==> src/rtl/pipeline_ctrl.sv <==
// Pipeline hazard/run controller: HALT/RUN/STEP FSM, stall/flush generation, saturating event counters.
// Optional feature: define PIPE_CTRL_FWD_EN when external forwarding exists (stall on load-use only).
module pipeline_ctrl (
   input  logic        clk,
   input  logic        rst,
   input  logic        run,
   input  logic        step,
   input  logic [4:0]  id_rs,
   input  logic [4:0]  id_rt,
   input  logic        id_uses_rt,
   input  logic        id_jump,
   input  logic        ex_memread,
   input  logic        ex_regwrite,
   input  logic [4:0]  ex_wa,
   input  logic        mem_regwrite,
   input  logic [4:0]  mem_wa,
   input  logic        wb_regwrite,
   input  logic [4:0]  wb_wa,
   input  logic        mem_pcsrc,
   output logic        pc_we,
   output logic        if_id_we,
   output logic        pipe_we,
   output logic        if_id_flush,
   output logic        id_ex_flush,
   output logic        ex_mem_flush,
   output logic [1:0]  state,
   output logic [15:0] stall_cnt,
   output logic [15:0] flush_cnt
);

   localparam int unsigned CNT_W = 16;
   localparam logic [CNT_W-1:0] CNT_MAX = {CNT_W{1'b1}};

   typedef enum logic [1:0] {
      ST_HALT = 2'b00,
      ST_RUN  = 2'b01,
      ST_STEP = 2'b10
   } state_t;

   state_t           r_state;
   state_t           w_state_nxt;
   logic [CNT_W-1:0] r_stall_cnt;
   logic [CNT_W-1:0] r_flush_cnt;
   logic             w_active;
   logic             w_stall;
   logic             w_stall_evt;
   logic             w_flush_evt;

   // Destination in a later stage collides with a source read by the ID instruction.
   function automatic logic hazard_hit(input logic       we,
                                       input logic [4:0] dest,
                                       input logic [4:0] rs,
                                       input logic [4:0] rt,
                                       input logic       uses_rt);
      return we && (dest != 5'd0) && ((dest == rs) || (uses_rt && (dest == rt)));
   endfunction

`ifdef PIPE_CTRL_FWD_EN
   logic w_unused_fwd;
   assign w_unused_fwd = ^{mem_regwrite, mem_wa, wb_regwrite, wb_wa};
   assign w_stall = ex_memread && hazard_hit(ex_regwrite, ex_wa, id_rs, id_rt, id_uses_rt);
`else
   logic w_unused_load;
   assign w_unused_load = ex_memread;
   assign w_stall = hazard_hit(ex_regwrite,  ex_wa,  id_rs, id_rt, id_uses_rt)
                 || hazard_hit(mem_regwrite, mem_wa, id_rs, id_rt, id_uses_rt)
                 || hazard_hit(wb_regwrite,  wb_wa,  id_rs, id_rt, id_uses_rt);
`endif

   always_ff @(posedge clk or negedge rst) begin
      if (!rst) r_state <= ST_HALT;
      else      r_state <= w_state_nxt;
   end

   // Next state and control outputs; priority is taken branch > data stall > jump.
   always_comb begin
      w_state_nxt  = r_state;
      w_active     = 1'b0;
      pc_we        = 1'b0;
      if_id_we     = 1'b0;
      pipe_we      = 1'b0;
      if_id_flush  = 1'b0;
      id_ex_flush  = 1'b0;
      ex_mem_flush = 1'b0;
      w_stall_evt  = 1'b0;
      w_flush_evt  = 1'b0;

      case (r_state)
         ST_HALT: begin
            if (run)       w_state_nxt = ST_RUN;
            else if (step) w_state_nxt = ST_STEP;
         end
         ST_RUN: begin
            w_active = 1'b1;
            if (!run) w_state_nxt = ST_HALT;
         end
         ST_STEP: begin
            w_active    = 1'b1;
            w_state_nxt = run ? ST_RUN : ST_HALT;
         end
         default: w_state_nxt = ST_HALT;
      endcase

      if (w_active) begin
         if (mem_pcsrc) begin
            pc_we        = 1'b1;
            if_id_we     = 1'b1;
            pipe_we      = 1'b1;
            if_id_flush  = 1'b1;
            id_ex_flush  = 1'b1;
            ex_mem_flush = 1'b1;
            w_flush_evt  = 1'b1;
         end else if (w_stall) begin
            pipe_we      = 1'b1;
            id_ex_flush  = 1'b1;
            w_stall_evt  = 1'b1;
         end else begin
            pc_we        = 1'b1;
            if_id_we     = 1'b1;
            pipe_we      = 1'b1;
            if (id_jump) begin
               if_id_flush = 1'b1;
               w_flush_evt = 1'b1;
            end
         end
      end
   end

   // Saturating event counters.
   always_ff @(posedge clk or negedge rst) begin
      if (!rst) begin
         r_stall_cnt <= '0;
         r_flush_cnt <= '0;
      end else begin
         if (w_stall_evt && (r_stall_cnt != CNT_MAX)) r_stall_cnt <= r_stall_cnt + CNT_W'(1);
         if (w_flush_evt && (r_flush_cnt != CNT_MAX)) r_flush_cnt <= r_flush_cnt + CNT_W'(1);
      end
   end

   assign state     = r_state;
   assign stall_cnt = r_stall_cnt;
   assign flush_cnt = r_flush_cnt;

endmodule
==> config.mk <==
export PLATFORM = sky130hd
export DESIGN_NAME = pipeline_ctrl
export DESIGN_NICKNAME = d
export VERILOG_FILES = /design/src/rtl/pipeline_ctrl.sv
export SDC_FILE = /design/constraint.sdc
export NUM_CORES = 1
export LEC_CHECK = 0
export CORE_MARGIN = 4
export CORE_UTILIZATION = 45
export CTS_BUF_LIST = sky130_fd_sc_hd__clkbuf_4 sky130_fd_sc_hd__clkbuf_8
export CTS_CLUSTER_DIAMETER = 150
export DETAILED_ROUTE_END_ITERATION = 6
export PLACE_DENSITY = 0.79
export SLEW_MARGIN = 30
export SYNTH_ARGS = -nofsm -noshare
export SYNTH_HDL_FRONTEND = slang
export SYNTH_SLANG_ARGS = --single-unit
==> constraint.sdc <==
create_clock -name clk -period 3 [get_ports clk]
set_clock_uncertainty 0.1 [all_clocks]
set_input_delay 0.6 -clock clk [delete_from_list [all_inputs] [get_ports clk]]
set_output_delay 0.6 -clock clk [all_outputs]
set_load 0.01 [all_outputs]
==> flow_summary.yaml, run 1 <==
routing:
  num_vias: 2012
  drtAntennaViolNets: 0
  dr.pass1.iters: 4
  drc: 0
  drt_iter0_markers: 108
  viasPerCell: 5.32
  wl_mm: 5.92
  wl_per_cell_um: 15.7
synthesis:
  synth-seq-area-share_pct: 40.5
  synth_seq_cells: 34
  synth.cell_area_um2: 2100
  synth_cells: 211
  synth.avg_cell_area_um2: 9.96
  ys_warn_count: 0
  synth_edf_count: 0
  ys.flop_type: "dfrtp_1"
  synth.distinct_cells: 34
  synth_nets: 251
  ys_async_sr_fraction_pct: 100
clocking:
  cts_hold_repair.buffers: 0
  cts_htree_levels: 2
  cts-root-buf: "clkbuf_8"
  cts_sinks: 34
  clk_pin_slew_ns: 0.07
  clkLatencyLatePin_ns: 0.28
  cts_buffers: 5
  cts_max_path_buffers: 2
  cts_tree: "built"
timing:
  setup_slack_ns: 0.0617
  drv_slew: 0
  fin_crit_ns: 2.94
  finalCritPeriodShare_pct: 97.9
  fmax_mhz: 340
  worst_pin_slew_ns: 0.582
  finalHoldViolCount: 0
  rsz0062_at_grt: "no"
  setup-violations-final: 0
  slew_headroom_pct: 60.9
floorplanning:
  fp-row-count: 24
  die_y_um: 76.3
  core-area_um2: 4440
  fp.dieW_um: 76.3
  initial_core_util_pct: 47.3
  die_area_um2: 5830
  boundaryPins: 76
global_route:
  grt_overflow: 0
  grt_usage_pct: 21.4
  grt_pass1_wl_mm: 10.1
  grt_max_degree: 35
  grt_pass1_vias: 2083
  grt_antenna_before_repair: 0
cells_and_area:
  final_cells: 378
  nets: 365
  syn_to_final_growth_pct: 57.1
  diodes: 0
  n_fill_cell: 326
  drive_gt1_share_pct: 23.3
hold_path:
  hold_path_end: "stall_cnt[9]"
  hp-class: "flop to flop"
  min_from: "stall_cnt[9]"
  hold_depth: 1
setup_path:
  r2r_slack_ns: 0.52
  worstPathMaxFanout: 4
  cp-end-kind: "output port"
  crit_type: "input port to output port"
  rr_worst_depth: 7
  reg2reg_from: "flush_cnt[4]"
  r2r_end: "flush_cnt[1]"
  critPathLaunchType: "input port"
  critPathRequiredTime_ns: 2.30
  arrival_ns: 2.24
place:
  gp_congestion: 0.828
  dp_cells: 362
  portBuffers: 74
  dpl_worst_slack_ns: -0.560
  dp_hpwl_mm: 4.39
status:
  status: "finished clean"
power:
  power.total_mw: 1.77
  ir_drop_mv: 0.545
  power.density_nw_per_um2: 537
  power_leakage_nw: 1.52
run:
  max_cap_violations: 0
## metal layers
metal	up-vias	track usage [%]	routed length [um]
li1	973	-	-
met1	973	28.5	2690
met2	61	34.7	2870
met3	5	5.79	298
met4	0	4.89	56
met5	-	0	0
## stage by stage
stage	hold slack, ns	setup TNS, ns	instance area, um2	util, %
2_1_floorplan	0.204	0	2100	-
3_3_place_gp	0.377	-2.16	3100	69.7
3_5_place_dp	0.381	-2.80	3100	69.7
4_1_cts	0.397	0	3250	73.2
5_1_grt	0.422	0	3300	74.2
6_report	0.392	0	3300	74.2
## layout make-up
cell class,instances,area (um2),area share (%)
multi-input combinational,167,1280,38.7
timing repair buffer,113,997,30.2
sequential,34,851,25.8
clock buffer,7,90.1,2.73
tap,52,65.1,1.97
inverter,4,15.0,0.455
clock inverter,1,5.00,0.152
## cell families (layout without fill, tap and decap cells)
family / count (synthesis) / count (layout) / synth area share, %
and+or+nand+nor: 82 / 82 / 21.3
xor gates and xnor gates: 58 / 58 / 24.2
DFF: 34 / 34 / 40.5
AOI/OAI and AO/OA: 19 / 19 / 6.79
buffers and inverters: 10 / 125 / 2.74
adders and majority gates: 4 / 4 / 2.38
muxes: 4 / 4 / 2.14
## state kept, by name (all words and copies together), names as in the netlist
signal	cells
flush_cnt	16
stall_cnt	16
state	2
## report_power, final
group	switching [mW]	internal (mW)	total, mW
clock	0.164	0.194	0.358
sequential	0.0891	0.522	0.611
combinational	0.400	0.402	0.802
total	0.653	1.12	1.77
## worst max-delay path, stage by stage
cell             delay (ns)
clkdlybuf4s50_1        0.42
or4_4                  0.54
o21a_1                 0.22
nand2_4                0.11
a31oi_4                0.09
nor2_1                 0.11
buf_2                  0.14
## synth_stat cells, types with 2 or more instances
library cell | number | area, um2
buf_6 | 2 | 22.5
ha_1 | 4 | 50.1
and3_1 | 5 | 31.3
and4_1 | 2 | 17.5
or4_1 | 3 | 22.5
o21ai_0 | 4 | 20.0
xnor2_1 | 26 | 228
and3_2 | 3 | 22.5
nand4_1 | 11 | 68.8
nand3_1 | 14 | 70.1
xor2_1 | 32 | 280
dfrtp_1 | 34 | 851
mux2_2 | 4 | 45.0
nand2_1 | 13 | 48.8
a32oi_1 | 2 | 17.5
nor3b_1 | 3 | 22.5
nor2_1 | 12 | 45.0
o22ai_1 | 2 | 12.5
a31oi_1 | 2 | 12.5
inv_1 | 4 | 15.0
clkbuf_1 | 2 | 7.51
and2_1 | 3 | 18.8
nor4_1 | 4 | 25.0
a21oi_1 | 4 | 20.0
nor3_1 | 7 | 35.0
## worst max-delay path by stage
stage                     startpoint     endpoint  slack (ns)  cells past startpoint
after global routing        id_rt[4]        pc_we       0.003                      9
after floorplan             ex_wa[3]        pc_we        0.19                      7
final                      mem_wa[1]  if_id_flush        0.06                      7
after global placement      ex_wa[2]     if_id_we       -0.54                      7
after CTS                  mem_wa[1]     if_id_we       0.003                      7
after detailed placement    ex_wa[2]     if_id_we       -0.56                      7
## cells in the final DEF, fill, tap and decap left out, types with 4 or more instances in the layout
master and instances:
nand4_1 11, nor2_1 11, clkbuf_8 6, buf_2 4, nor3_1 6, dlygate4sd2_1 15, and3_1 5, xor2_1 31
xnor2_1 26, inv_1 4, clkdlybuf4s50_1 50, mux2_2 4, nand3_1 14, ha_1 4, dfrtp_1 34, buf_4 37
nand2_1 11
## timing repair
item                       in CTS  in global routing
pin swaps                      10                  6
resized for setup              48                 14
setup endpoints to repair       4                  5
setup buffers                   8                  1
Power figures use the tool's default switching activity.
==> run 2, diff against run 1 <==
- CORE_MARGIN: 4 -> not set
==> run 2 against run 1 <==
  * Cell count fell by 3.2%
  * Global-route usage rose by 1.4 points
  * Critical path type unchanged
  * Core utilization fell by 1.0 points
  * Largest cell class unchanged
  * Fmax rose by 0.16%
==> flow_summary.yaml, run 2 (same netlist as run 1, synthesis figures left out) <==
status:
  status: "finished clean"
floorplanning:
  fp.dieW_um: 70.3
  fp-row-count: 24
  initial_core_util_pct: 47.6
  core-area_um2: 4410
  die_area_um2: 4950
  die_y_um: 70.3
  boundaryPins: 76
routing:
  viasPerCell: 5.27
  wl_mm: 5.48
  drt_iter0_markers: 57
  dr.pass1.iters: 4
  drc: 0
  wl_per_cell_um: 15.0
  num_vias: 1927
  drtAntennaViolNets: 0
place:
  gp_congestion: 0.889
  dp_hpwl_mm: 4.08
  placed_area_um2: 3070
  dp_cells: 357
  portBuffers: 74
timing:
  tns_ns: 0
  slew_headroom_pct: 57.7
  rsz0062_at_grt: "no"
  drv_slew: 0
  finalCritPeriodShare_pct: 97.8
  fmax_mhz: 341
  fin_crit_ns: 2.93
  worst_pin_slew_ns: 0.630
  setup-violations-final: 0
  finalHoldViolCount: 0
  whs_ns: 0.395
clocking:
  clk_pin_slew_ns: 0.06
  clkLatencyLatePin_ns: 0.28
  cts_max_path_buffers: 2
  cts-root-buf: "clkbuf_8"
  cts_tree: "built"
  cts_htree_levels: 2
  cts_buffers: 5
  cts_sinks: 34
setup_path:
  cp_cell_sequence: "clkdlybuf4s50_1 > or4_4 > o21a_1 > nand2_4 > a31oi_4 > nor2_2 > buf_2"
  cp_slowest_cell: "or4_4"
  worstPathMaxFanout: 4
  critPathLaunchType: "input port"
  critPathTopFamily: "simple AND/OR/NAND/NOR gates"
  arrival_ns: 2.23
  critPathRequiredTime_ns: 2.30
  startpoint: "mem_wa[2]"
  rr_worst_depth: 7
  crit_buf_inv: 2
  crit_type: "input port to output port"
  cp-end-kind: "output port"
  reg2reg_from: "flush_cnt[4]"
  crit_path_max_incr_delay_ns: 0.52
  crit_cells: 7
power:
  switching_share_pct: 36.4
  power.switching_mw: 0.634
  power.internal_mw: 1.11
  pwr-share-clk_pct: 20.0
  power_leakage_nw: 1.50
  power.density_nw_per_um2: 538
  combPwrFrac_pct: 44.8
  ir_drop_mv: 0.611
  p_seq_share_pct: 35.2
global_route:
  grt_pass1_wl_mm: 8.97
  grt_pass1_vias: 1890
  grt_max_degree: 35
  grt_usage_pct: 22.8
  grt_antenna_before_repair: 0
  grt_overflow: 0
cells_and_area:
  diodes: 0
  final_cell_mix: "clkdlybuf4s50_1 (49), dfrtp_1 (34), xor2_1 (32), xnor2_1 (26), buf_4 (24)"
  drive_gt1_share_pct: 18.8
  final_area_um2: 3230
  final_cells: 366
  n_fill_cell: 333
  nets: 353
  final_common_cell: "clkdlybuf4s50_1"
  syn_to_final_growth_pct: 53.8
hold_path:
  hold_depth: 1
  hp-class: "flop to flop"
  min_from: "stall_cnt[9]"
run:
  max_cap_violations: 0
## run 2: cell count changes in the layout (fill, tap and decap cells not counted), moves of 2 or more
| cell | change |
|---|---|
| buf_4 | -13 |
| dlymetal6s2s_1 | +5 |
| clkbuf_2 | -2 |
| dlygate4sd2_1 | -2 |
| nor4_1 | +2 |
| nor4_2 | -2 |
## run 2: cell type report
cell class                      instances  area (um2)  area share (%)
Tap cell                               52        65.1            2.01
Sequential cell                        34         851            26.3
Timing Repair Buffer                  101         945            29.2
Multi-Input combinational cell        167        1260            39.0
Clock buffer                            6        82.6            2.56
Inverter                                4        15.0           0.465
Clock inverter                          2        12.5           0.387
## run 2: power groups by stage
stage | Sequential, mW | Combinational [mW] | Clock, mW
floorplan | 0.618 | 0.366 | 0
global route | 0.622 | 0.853 | 0.375
CTS | 0.609 | 0.775 | 0.358
global placement | 0.614 | 0.781 | 0
finish | 0.612 | 0.779 | 0.349
detailed placement | 0.617 | 0.795 | 0
## run 2: per-layer routing
| metal | vias up | routed length [um] | GRT usage (%) | share of wire [%] |
|---|---|---|---|---|
| met3 | 13 | 293 | 4.18 | 5.3 |
| met5 | - | 0 | 0 | 0 |
| li1 | 947 | - | - | - |
| met4 | 0 | 91 | 6.67 | 1.7 |
| met2 | 66 | 2590 | 36.8 | 47 |
| met1 | 901 | 2510 | 31.1 | 46 |
## run 2: final timing paths
path,end,slack [ns]
setup / recovery,if_id_flush,0.07
hold / removal,stall_cnt[9],0.40
setup reg to reg,flush_cnt[1],0.45
hold reg to reg,stall_cnt[9],0.40
max in group asynchronous,stall_cnt[8],1.88
min in group asynchronous,flush_cnt[11],0.61
## run 2: per-stage QoR
step	setup slack, ns	total power [mW]	util, %
2_1_floorplan	0.190	0.984	-
3_3_place_gp	-0.543	1.39	69.6
3_5_place_dp	-0.575	1.41	69.6
4_1_cts	0.00927	1.74	72.3
5_1_grt	0.00972	1.85	73.2
6_report	0.0665	1.74	73.2
## run 2: repair_timing
| action | 4_1_cts | 5_1_grt |
|---|---|---|
| hold buffers | 0 | 0 |
| setup buffers | 1 | 0 |
| endpoints found under the hold margin | 0 | 0 |
| pin swaps | 10 | 4 |
| endpoints found under the setup margin | 4 | 4 |
| resized for setup | 44 | 12 |
==> run 3, diff against run 2 <==
- CORE_UTILIZATION: 45 -> 46
- CTS_CLUSTER_DIAMETER: 150 -> 200
- PLACE_DENSITY: 0.79 -> 0.8
- RECOVER_POWER: not set -> 100
==> run 3 against run 2 <==
  * The run now ends with max-capacitance violations, max-slew violations left
  * Core utilization grew 0.64 points
  * Critical path depth is the same
  * Global-route usage is 0.88 points higher
  * Sequential share of layout area fell by 0.051 points
  * Non-clock buffer count grew 4
  * Cell count up 1.1%
  * Register-to-register slack gained 0.06 ns
  * Largest cell class unchanged
==> flow_summary.yaml, run 3 (same netlist as run 1, synthesis figures left out) <==
clocking:
  clk_pin_slew_ns: 0.07
  cts-root-buf: "clkbuf_8"
  clkLatencyLatePin_ns: 0.28
  cts_htree_levels: 2
  cts_buffers: 5
  cts_sinks: 34
  cts_max_path_buffers: 2
  cts_tree: "built"
setup_path:
  crit_buf_inv: 3
  reg2reg_from: "flush_cnt[4]"
  arrival_ns: 2.28
  startpoint: "mem_wa[2]"
  critPathRequiredTime_ns: 2.30
  cp_cell_sequence: "clkdlybuf4s50_1 > or4_4 > o21a_1 > nand2_2 > buf_4 > a31oi_1 > buf_2"
  critPathTopFamily: "buffers and inverters"
  cp-end-kind: "output port"
  cp_slowest_cell: "or4_4"
  crit_type: "input port to output port"
  worstPathMaxFanout: 3
  critPathLaunchType: "input port"
  crit_path_max_incr_delay_ns: 0.53
global_route:
  grt_pass1_wl_mm: 9.07
  grt_overflow: 0
  grt_usage_pct: 23.7
  grt_pass1_vias: 1974
  grt_max_degree: 35
  grt_antenna_before_repair: 0
floorplanning:
  die_area_um2: 4840
  fp.dieW_um: 69.6
  core-area_um2: 4380
  die_y_um: 69.6
  initial_core_util_pct: 47.9
  fp-row-count: 24
  boundaryPins: 76
cells_and_area:
  final_common_cell: "dlygate4sd3_1"
  nets: 357
  final_cell_mix: "dlygate4sd3_1 (37), dfrtp_1 (34), xor2_1 (32), buf_4 (29), xnor2_1 (25)"
  diodes: 0
  multiInputGateArea_um2: 1260
  drive_gt1_share_pct: 20.4
  register_area_um2: 851
  syn_to_final_growth_pct: 54.1
  final_area_um2: 3240
  n_fill_cell: 315
timing:
  finalCritPeriodShare_pct: 99.2
  finalHoldViolCount: 0
  slew_headroom_pct: -19.1
  fmax_mhz: 336
  whs_ns: 0.383
  worst_pin_slew_ns: 1.79
  fin_crit_ns: 2.98
  setup-violations-final: 0
  drv_slew: 35
place:
  portBuffers: 74
  dp_hpwl_mm: 4.03
  placed_area_um2: 3070
  gp_congestion: 0.837
hold_path:
  hp-class: "flop to flop"
  min_from: "stall_cnt[9]"
routing:
  drt_iter0_markers: 45
  drtAntennaViolNets: 0
  viasPerCell: 5.31
  wl_mm: 5.52
  dr.pass1.iters: 4
  drc: 0
  num_vias: 1965
  wl_per_cell_um: 14.9
status:
  violations: "max-capacitance violations, max-slew violations"
  status: "complete, but fails checks"
power:
  ir_drop_mv: 0.582
  power.total_mw: 1.70
  power_leakage_nw: 1.59
  power.density_nw_per_um2: 524
run:
  max_cap_violations: 1
-- run 3: worst paths after layout --
kind	end	slack [ns]	cells past startpoint
max in group asynchronous	flush_cnt[15]	0.54	2
min reg2reg	stall_cnt[9]	0.38	1
min in group asynchronous	stall_cnt[11]	1.22	2
max reg2reg	flush_cnt[1]	0.51	7
max	id_ex_flush	0.02	7
min	stall_cnt[9]	0.38	1
-- run 3: cell type report --
type / count / area share (%)
clock inverter: 2 / 0.386
sequential: 34 / 26.3
clock buffer: 6 / 2.55
timing repair buffer: 105 / 29.5
multi-input combinational: 167 / 38.8
tap: 52 / 2.01
inverter: 4 / 0.464
-- run 3: worst register-to-register path, delay by kind of cell, from the launching register on --
kind                   cells  cell delay [ns]
AO/OA/AOI/OAI              1             0.12
buffers and inverters      1             0.23
flip-flops                 1             0.44
multiplexers               1             0.35
AND/OR/NAND/NOR            4             1.12
-- run 3: timing repair --
item	4_1_cts	5_1_grt
pin swaps	9	7
gates resized for setup	35	15
buffers inserted	4	0
hold buffers	0	0
setup endpoints to repair	4	5
-- run 3: through the flow --
step | std cells | worst slack [ns] | utilization [%] | setup TNS [ns]
3_3_place_gp | 359 | -0.571 | 70.1 | -2.69
2_1_floorplan | 211 | 0.190 | - | 0
4_1_cts | 370 | 0.00379 | 72.5 | 0
5_1_grt | 370 | -0.0166 | 73.9 | -0.0195
6_report | 370 | 0.0230 | 73.9 | 0
3_5_place_dp | 359 | -0.602 | 70.1 | -3.12
-- run 3: power breakdown --
part	internal (mW)	switching, mW	total (mW)
sequential	0.522	0.0835	0.605
clock	0.184	0.164	0.349
combinational	0.363	0.379	0.743
total	1.07	0.627	1.70
-- run 3: metal layers --
layer	vias up	wire [um]	track usage [%]
met5	-	0	0
met3	10	283	4.65
met4	0	88	9.07
met1	931	2520	31.6
li1	957	-	-
met2	67	2630	38.1
